**config.mk**
```make
export PLATFORM = sky130hd
export DESIGN_NAME = multdiv_unit
export DESIGN_NICKNAME = d
export VERILOG_FILES = /design/src/rtl/multdiv_pkg.sv /design/src/rtl/multdiv_abs.sv /design/src/rtl/multdiv_unit.sv
export SDC_FILE = /design/constraint.sdc
export NUM_CORES = 1
export LEC_CHECK = 0
export CAP_MARGIN = 20
export CORE_ASPECT_RATIO = 0.75
export CORE_MARGIN = 5
export CORE_UTILIZATION = 35
export DETAILED_ROUTE_END_ITERATION = 8
export PLACE_DENSITY = 0.57
export SLEW_MARGIN = 10
export SYNTH_ARGS = -nofsm -noshare
export SYNTH_HDL_FRONTEND = slang
export SYNTH_SLANG_ARGS = --single-unit
```
**constraint.sdc**
```tcl
create_clock -name clock -period 8.43 [get_ports clock]
set_input_delay 1.2645 -clock clock [delete_from_list [all_inputs] [get_ports clock]]
set_output_delay 1.2645 -clock clock [all_outputs]
set_load 0.01 [all_outputs]
```
**src/rtl/multdiv_pkg.sv**
```systemverilog
// Shared encodings and helpers for the iterative signed multiply/divide unit.
// Latency: none (declarations only).
// Backpressure: not applicable.
package multdiv_pkg;

  localparam logic OP_MUL = 1'b0;
  localparam logic OP_DIV = 1'b1;

  typedef enum logic [1:0] {
    IDLE = 2'd0,
    RUN  = 2'd1,
    FIX  = 2'd2,
    DONE = 2'd3
  } state_e;

  // Width of the iteration counter; it only has to hold WIDTH-1.
  function automatic int cnt_w(input int width);
    return $clog2(width);
  endfunction

endpackage

```
**src/rtl/multdiv_abs.sv**
```systemverilog
// Two's-complement conditional negate; with neg tied to the MSB it yields the magnitude.
// Latency: purely combinational.
// Backpressure: none, no state.
module multdiv_abs #(
  parameter int WIDTH = 32
) (
  input  logic [WIDTH-1:0] val_in,
  input  logic             neg,
  output logic [WIDTH-1:0] val_out
);

  // The most-negative value maps onto itself, which is the correct unsigned magnitude.
  assign val_out = neg ? -val_in : val_in;

endmodule

```
**src/rtl/multdiv_unit.sv**
```systemverilog
// Iterative signed MUL (low half) / DIV (truncating) unit with tagged, held result.
// Latency: WIDTH RUN cycles + 1 FIX cycle (MUL may exit RUN early when MULTDIV_EARLY_OUT_EN is defined).
// Backpressure: result held in DONE until wb_grant; new issue accepted only while ready.
module multdiv_unit
  import multdiv_pkg::*;
#(
  parameter int WIDTH = 32,
  parameter int TAG_W = 5
) (
  input  logic             clock,
  input  logic             reset,
  input  logic             start,
  input  logic             op,
  input  logic [WIDTH-1:0] operand_a,
  input  logic [WIDTH-1:0] operand_b,
  input  logic [TAG_W-1:0] tag_in,
  input  logic             flush,
  input  logic             wb_grant,
  output logic             ready,
  output logic             busy,
  output logic             result_valid,
  output logic [WIDTH-1:0] result,
  output logic             exception,
  output logic [TAG_W-1:0] tag_out
);

  localparam int CW = cnt_w(WIDTH);

  state_e             state_q, state_d;
  logic               op_q, op_d;
  logic               sign_q, sign_d;
  logic [TAG_W-1:0]   tag_q, tag_d;
  logic [CW-1:0]      cnt_q, cnt_d;
  // MUL: left-shifting multiplicand. DIV: divisor in the low half.
  logic [2*WIDTH-1:0] mc_q, mc_d;
  // MUL: right-shifting multiplier. DIV: dividend shifting out, quotient shifting in.
  logic [WIDTH-1:0]   mp_q, mp_d;
  // MUL: product accumulator. DIV: partial remainder in the low half.
  logic [2*WIDTH-1:0] acc_q, acc_d;
  logic [WIDTH-1:0]   result_q, result_d;
  logic               exc_q, exc_d;

  logic [WIDTH-1:0]   mag_a, mag_b;
  logic [2*WIDTH-1:0] fix_in, fix_out;
  logic [WIDTH:0]     fix_hi;
  logic               mul_ovf;
  logic [WIDTH-1:0]   mul_mp_next;
  logic [WIDTH:0]     div_shift, div_trial;
  logic               run_last;
  logic               accept;

  multdiv_abs #(.WIDTH(WIDTH)) u_abs_a (
    .val_in (operand_a),
    .neg    (operand_a[WIDTH-1]),
    .val_out(mag_a)
  );

  multdiv_abs #(.WIDTH(WIDTH)) u_abs_b (
    .val_in (operand_b),
    .neg    (operand_b[WIDTH-1]),
    .val_out(mag_b)
  );

  // Sign correction of the unsigned product (full width) or quotient (zero-extended).
  assign fix_in = (op_q == OP_MUL) ? acc_q : {{WIDTH{1'b0}}, mp_q};

  multdiv_abs #(.WIDTH(2*WIDTH)) u_abs_fix (
    .val_in (fix_in),
    .neg    (sign_q),
    .val_out(fix_out)
  );

  // Signed product fits in WIDTH bits only if its top WIDTH+1 bits are all equal.
  assign fix_hi  = fix_out[2*WIDTH-1:WIDTH-1];
  assign mul_ovf = ~((&fix_hi) | ~(|fix_hi));

  assign mul_mp_next = mp_q >> 1;
  assign div_shift   = {acc_q[WIDTH-1:0], mp_q[WIDTH-1]};
  assign div_trial   = div_shift - {1'b0, mc_q[WIDTH-1:0]};

`ifdef MULTDIV_EARLY_OUT_EN
  // MUL stops once no multiplier bits remain; always at least one RUN cycle.
  assign run_last = (cnt_q == '0) | ((op_q == OP_MUL) & (mul_mp_next == '0));
`else
  assign run_last = (cnt_q == '0);
`endif

  assign accept       = start & ~flush & ((state_q == IDLE) | ((state_q == DONE) & wb_grant));
  assign ready        = (state_q == IDLE) | ((state_q == DONE) & wb_grant & ~flush);
  assign busy         = (state_q != IDLE);
  assign result_valid = (state_q == DONE);
  assign result       = result_q;
  assign exception    = exc_q;
  assign tag_out      = tag_q;

  // Next-state and datapath: issue, one iteration per RUN cycle, sign fix, hold.
  always_comb begin
    state_d  = state_q;
    op_d     = op_q;
    sign_d   = sign_q;
    tag_d    = tag_q;
    cnt_d    = cnt_q;
    mc_d     = mc_q;
    mp_d     = mp_q;
    acc_d    = acc_q;
    result_d = result_q;
    exc_d    = exc_q;
    if (accept) begin
      op_d   = op;
      sign_d = operand_a[WIDTH-1] ^ operand_b[WIDTH-1];
      tag_d  = tag_in;
      cnt_d  = CW'(WIDTH-1);
      acc_d  = '0;
      if (op == OP_MUL) begin
        mc_d = {{WIDTH{1'b0}}, mag_a};
        mp_d = mag_b;
      end else begin
        mc_d = {{WIDTH{1'b0}}, mag_b};
        mp_d = mag_a;
      end
      state_d = RUN;
    end else if (flush) begin
      state_d = IDLE;
    end else begin
      case (state_q)
        RUN: begin
          if (op_q == OP_MUL) begin
            if (mp_q[0]) acc_d = acc_q + mc_q;
            mc_d = mc_q << 1;
            mp_d = mul_mp_next;
          end else if (!div_trial[WIDTH]) begin
            acc_d = {{WIDTH{1'b0}}, div_trial[WIDTH-1:0]};
            mp_d  = {mp_q[WIDTH-2:0], 1'b1};
          end else begin
            acc_d = {{WIDTH{1'b0}}, div_shift[WIDTH-1:0]};
            mp_d  = {mp_q[WIDTH-2:0], 1'b0};
          end
          if (run_last) state_d = FIX;
          else          cnt_d   = cnt_q - CW'(1);
        end
        FIX: begin
          if (op_q == OP_MUL) begin
            result_d = fix_out[WIDTH-1:0];
            exc_d    = mul_ovf;
          end else if (mc_q[WIDTH-1:0] == '0) begin
            result_d = '0;
            exc_d    = 1'b1;
          end else begin
            // Only a positive quotient of 2^(WIDTH-1) is unrepresentable (MIN / -1).
            result_d = fix_out[WIDTH-1:0];
            exc_d    = ~sign_q & mp_q[WIDTH-1];
          end
          state_d = DONE;
        end
        DONE: begin
          if (wb_grant) state_d = IDLE;
        end
        default: ;
      endcase
    end
  end

  // State and datapath registers, cleared by the asynchronous reset.
  always_ff @(posedge clock or negedge reset) begin
    if (!reset) begin
      state_q  <= IDLE;
      op_q     <= 1'b0;
      sign_q   <= 1'b0;
      tag_q    <= '0;
      cnt_q    <= '0;
      mc_q     <= '0;
      mp_q     <= '0;
      acc_q    <= '0;
      result_q <= '0;
      exc_q    <= 1'b0;
    end else begin
      state_q  <= state_d;
      op_q     <= op_d;
      sign_q   <= sign_d;
      tag_q    <= tag_d;
      cnt_q    <= cnt_d;
      mc_q     <= mc_d;
      mp_q     <= mp_d;
      acc_q    <= acc_d;
      result_q <= result_d;
      exc_q    <= exc_d;
    end
  end

endmodule

```
Word level (Yosys, flattened, before mapping) --
Index checks and enable logic that the tools add are counted.
Word-level totals: flip-flop bits (word level) 207, input port bits 75, output and inout bits 41, word-level logic and storage cells 87
Operators by class: add/subtract/negate cells 6, eq/ne operators 8, muxes and demuxes 34, bitwise gates (word level) 14, reduce and logical (&&, ||, !) cells 15
Operator list (count):
- two-way mux 64 bit | 11
- two-way mux 32 bit | 11
- adder 64 bit | 1
- negation 32 bit | 2
- negation 64 bit | 1
- AND reduction 33 bit | 1
- OR reduction 33 bit | 1
- subtractor 33 x 32 -> 33 bit | 1
- logical NOT 32 bit | 1
- two-way mux 5 bit | 4
- AND reduction 3 bit | 5
- two-way mux 2 bit | 4
- inequality test 2 x 1 -> 1 bit (second input constant) | 3
- case mux 2 bit (3 select lines) | 1
- bitwise AND 1 bit | 5
- logical NOT 5 bit | 1
- inverter 1 bit | 5
- nonzero test 5 bit | 1
- subtractor 5 x 1 -> 5 bit (second input constant) | 1
- == test 2 bit (second input constant) | 2
- inequality test 4 x 3 -> 1 bit (second input constant) | 1
- inequality test 4 bit (second input constant) | 1
- nonzero test 2 bit | 2
- two-way mux 1 bit | 3
- other kinds (6) | 8

Longest topological paths before layout --
word-level depth 8, gate-level depth with buffers 24, mapped depth without buffers 14

Hierarchy --
Synthesis repeated with hierarchy kept, for this count alone.
Unflattened totals: cell total of the unflattened synthesis 2309, area total of the unflattened synthesis 18963.2 sq um
By module, submodules not included:
- multdiv_unit | instances 1, cells an instance 1895, area each 15975.3 sq um, seq. area each 5180.0 sq um
- multdiv_abs at u_abs_a ... | instances 2, cells an instance 108, area each 767.0 sq um, seq. area each 0.0 sq um
- multdiv_abs at u_abs_fix | instances 1, cells an instance 198, area each 1453.9 sq um, seq. area each 0.0 sq um

Worst setup path before layout --
No wires, ideal clock.
kind register to register, start register op_q, end register exc_q (netlist: exception), setup time 0.134 ns, arrival time 6.308 ns, required time 8.296 ns, setup slack 1.988 ns, cell stages (with the launch flop) 25, path buffers 11, clock period less this slack 6.442 ns, path through dfrtp_1 -> buf_6 -> buf_4 -> buf_2 -> buf_1 -> clkbuf_1 -> clkbuf_1 -> clkbuf_1 -> clkbuf_1 -> clkbuf_1 -> clkbuf_1 -> nor2_1 -> a21oi_1 -> ha_1 -> nand2_1 -> or4_1 -> or4_1 -> buf_2 -> or3_1 -> a21oi_1 -> nor3_1 -> or4_1 -> or4_1 -> o31ai_1 -> o31ai_1
On the way: longest elaborated chain between the ends 8, elaborated cells between the ends (all ways) 9, classes of those cells add/sub: 1; mux: 3; bitwise: 3; reduce/logical: 2
Ends and longest elaborated chain:
- from (decl) | RTL line multdiv_unit.sv:30 | logic op_q, op_d;
- from (signal assigned) | RTL line multdiv_unit.sv:178 | op_q <= op_d;
- two-way mux 64 bit | RTL line multdiv_unit.sv:65 | assign fix_in = (op_q == OP_MUL) ? acc_q : {{WIDTH{1'b0}}, mp_q};
- negation 64 bit | RTL line multdiv_abs.sv:13 | assign val_out = neg ? -val_in : val_in;
- two-way mux 64 bit | RTL line multdiv_abs.sv:13
- OR reduction 33 bit | RTL line multdiv_unit.sv:75 | assign mul_ovf = ~((&fix_hi) | ~(|fix_hi));
- inverter 1 bit | RTL line multdiv_unit.sv:75
- OR 1 bit | RTL line multdiv_unit.sv:75
- inverter 1 bit | RTL line multdiv_unit.sv:75
- two-way mux 1 bit (*) | RTL line multdiv_unit.sv:142 | if (op_q == OP_MUL) begin
- to (signal assigned) | RTL line multdiv_unit.sv:175 | exc_q <= 1'b0;
- to (signal assigned) | RTL line multdiv_unit.sv:186 | exc_q <= exc_d;
- to (decl) | RTL line multdiv_unit.sv:41 | logic exc_q, exc_d;
Mark *: on every way between the ends. The rest lies on a longest branch, timed or not. A chain may end at the register's enable or synchronous reset.

Final worst setup path --
Same ends and word-level chain as after synthesis.

==> flow_summary.ini <==
[layout]
fillers = 5388
fin_area_mm2 = 0.02123
diodes = 0
drive_above_1_share = 0.04677
final_util = 0.4014
layout.cells.non_filler = 3192
area_growth_pct = 13.84
fin_nets = 2638

[worst_hold_path]
worstHoldPathCells = 2
hold_start = tag_out[2]
holdPathEnd = tag_out[2]
hp-class = flip-flop to flip-flop

[placement]
place_area_mm2 = 0.02043
gp_congestion = 0.9600
io_buffers = 115
post-place-cells = 3144
hpwl_um = 51470
pre_cts_ws_ns = 2.741

[timing]
timing.final.crit_share = 0.6883
fmax_mhz = 172.3
tightest_slew_ns = 1.180
fin_ws_ns = 2.627
hold_viol = 0
relSlewSlack = 0.2136
hold_ws_ns = 0.4813
slew_viol_final = 0
skew_ns = 0.01401
setup_violations = 0
rsz0062_at_grt = no
finalSetupTns_ns = 0
period_minus_slack_ns = 5.803

[synth]
synth-edff-count = 0
synth_seq_cells = 207
seq_area_frac_synth = 0.2778
syn_nets = 2601
syn_inst = 2424
avgSynthCellArea_um2 = 7.693
synthFlopType = dfrtp_1
ys_types = 79
yosys_warnings = 0
ys_async_sr_fraction = 1.000
synth_area_mm2 = 0.01865

[global_route]
grt_usage = 0.2261
grt_pass1_vias = 17590
grt_max_degree = 111
antenna_found_initial = 0
grt_pass1_wl_um = 105800
grt_overflow_total = 0

[clocking]
cts_sinks = 207
cts_htree_levels = 1
cts_resized = 0
cts.path.max_buffers = 3
post_cts_buffers = 0
cts_made_buffers = 25
cts-root-buf = clkbuf_16
clock_latency_ns = 0.56
holdBufCountCts = 0
cts.clk_slew.worst_paths_ns = 0.06
cts_tree = yes

[worst_setup_path]
timing.rr.start = op_q
cp-start-kind = flip-flop
crit_path_max_fanout = 94
r2r_cells = 12
cp.arrival_ns = 6.21
r2r_end = exception
cp.required_ns = 8.84
worstSetupEndpointType = flip-flop
r2r_slack_ns = 2.63
criticalPathCategory = flip-flop to flip-flop

[floorplan]
dieWidth_um = 276.5
core_area_mm2 = 0.05288
io_pins = 116
row_count = 73
die_area_mm2 = 0.05804
initial_core_util = 0.3526
die_h_um = 209.9

[power]
pwr_density_cell_mw_per_mm2 = 353.9
irDropWorstVdd_mv = 0.1802
leakagePower_nw = 8.833
fin_total_pwr_mw = 7.514

[routing]
firstDrtPassIters = 6
postRouteAntennaNets = 0
drc = 0
routed_via_density = 5.876
routed_wl_um = 68520
drt_iter0_drc = 1769
vias = 18760
wl_per_cell_um = 21.46

[flow_run]
maxCapViolations = 0

[outcome]
status = finished clean
==> cell usage after synthesis, types with 13 or more instances <==
| master | instances | share of area |
|---|---|---|
| o21bai_1 | 16 | 0.0064 |
| nand4_1 | 22 | 0.0074 |
| nor2b_1 | 19 | 0.0064 |
| or2_2 | 14 | 0.0047 |
| or4_1 | 13 | 0.0052 |
| o41ai_1 | 19 | 0.0089 |
| a211oi_1 | 17 | 0.0068 |
| nor3_1 | 42 | 0.011 |
| clkbuf_1 | 109 | 0.022 |
| xor2_1 | 73 | 0.034 |
| dfrtp_1 | 207 | 0.28 |
| a31oi_1 | 28 | 0.0094 |
| and2_1 | 15 | 0.0050 |
| nand2_1 | 342 | 0.069 |
| o21ai_0 | 282 | 0.076 |
| nand3_1 | 26 | 0.0070 |
| xnor2_1 | 118 | 0.055 |
| ha_1 | 100 | 0.067 |
| a22oi_1 | 24 | 0.0097 |
| buf_1 | 15 | 0.0030 |
| nor2_1 | 172 | 0.035 |
| nor4_1 | 37 | 0.012 |
| or3_1 | 23 | 0.0077 |
| inv_1 | 80 | 0.016 |
| nand2b_1 | 21 | 0.0070 |
| o211ai_1 | 59 | 0.024 |
| o21a_1 | 19 | 0.0076 |
| a21o_1 | 59 | 0.024 |
| mux2i_1 | 69 | 0.037 |
| a21oi_1 | 203 | 0.054 |
| o31ai_1 | 32 | 0.013 |
==> worst max-delay path, stage by stage, from the launching register on <==
cell and delay (ns):
dfrtp_4 0.92, buf_12 0.44, nor4b_1 0.50, o211ai_1 0.26, or4_1 0.84, or4_1 0.74
or3_1 0.39, a21oi_1 0.15, nor3_1 0.06, or4_1 0.53, or4_1 0.53, o31ai_1 0.08
o31ai_1 0.09
==> power breakdown <==
| part | internal (mW) | leakage (nW) | switching, mW |
|---|---|---|---|
| combinational | 1.81 | 5.77 | 2.76 |
| sequential | 1.31 | 2.67 | 0.561 |
| clock | 0.589 | 0.395 | 0.483 |
==> state kept, by name, indices dropped and copies added, names as in the netlist, 2 cells and up <==
name and flops:
mc_q 64, result 32, tag_out 5, acc_q 64
cnt_q 5, state_q 2, mp_q 32
==> final cells by class <==
| cell class | instances | area, um2 | area share |
|---|---|---|---|
| flip-flops and latches | 207 | 5185 | 0.2442 |
| repair buffers | 139 | 1348 | 0.06348 |
| well taps | 712 | 890.9 | 0.04196 |
| clock inverters | 14 | 82.58 | 0.003890 |
| clock buffers | 32 | 701.9 | 0.03306 |
| inverters | 81 | 304.0 | 0.01432 |
| multi-input cells | 2007 | 12720 | 0.5990 |
==> cell families (layout without fill, tap and decap cells) <==
family | after synthesis | in the layout | share of synthesized area
AND/OR/NAND/NOR | 791 | 791 | 0.1977
multiplexers | 80 | 80 | 0.04368
adder cells (fa/ha/maj) | 102 | 102 | 0.06924
flip-flops | 207 | 207 | 0.2778
buffers and inverters | 210 | 266 | 0.04308
AO/OA/AOI/OAI | 843 | 843 | 0.2788
XOR/XNOR | 191 | 191 | 0.08971
==> placed cells by master, fill, tap and decap left out, types with 14 or more instances in the layout <==
cell type,instances
ha_1,100
nor2_1,169
and2_1,15
a21oi_1,203
or3_1,23
mux2i_1,69
o21a_1,19
clkbuf_16,25
o211ai_1,59
a31oi_1,28
a21o_1,59
inv_1,80
nor4_1,37
nand3_1,26
dfrtp_1,205
buf_4,22
a22oi_1,24
xor2_1,73
xnor2_1,117
nand2_1,341
or2_2,14
clkdlybuf4s50_1,113
a211oi_1,17
nand2b_1,21
o31ai_1,32
nand4_1,22
o41ai_1,19
o21ai_0,282
nor3_1,42
nor2b_1,19
o21bai_1,16
==> metal layers <==
metal | track usage | wire [um] | vias up
met4 | 0.05956 | 1971 | 0
met2 | 0.3093 | 26610 | 711
met5 | 0 | 0 | -
met1 | 0.3503 | 34090 | 9020
li1 | - | - | 8925
met3 | 0.05661 | 5844 | 99
==> worst max path at each step <==
stage | start | to | slack, ns | cells past startpoint
6_report | op_q | exception | 2.63 | 12
4_1_cts | op_q | exception | 2.73 | 12
3_3_place_gp | op_q | exception | 2.83 | 12
5_1_grt | op_q | exception | 2.46 | 12
2_1_floorplan | op_q | exception | 1.99 | 24
3_5_place_dp | op_q | exception | 2.74 | 12
(Power assumes the default switching activity.)
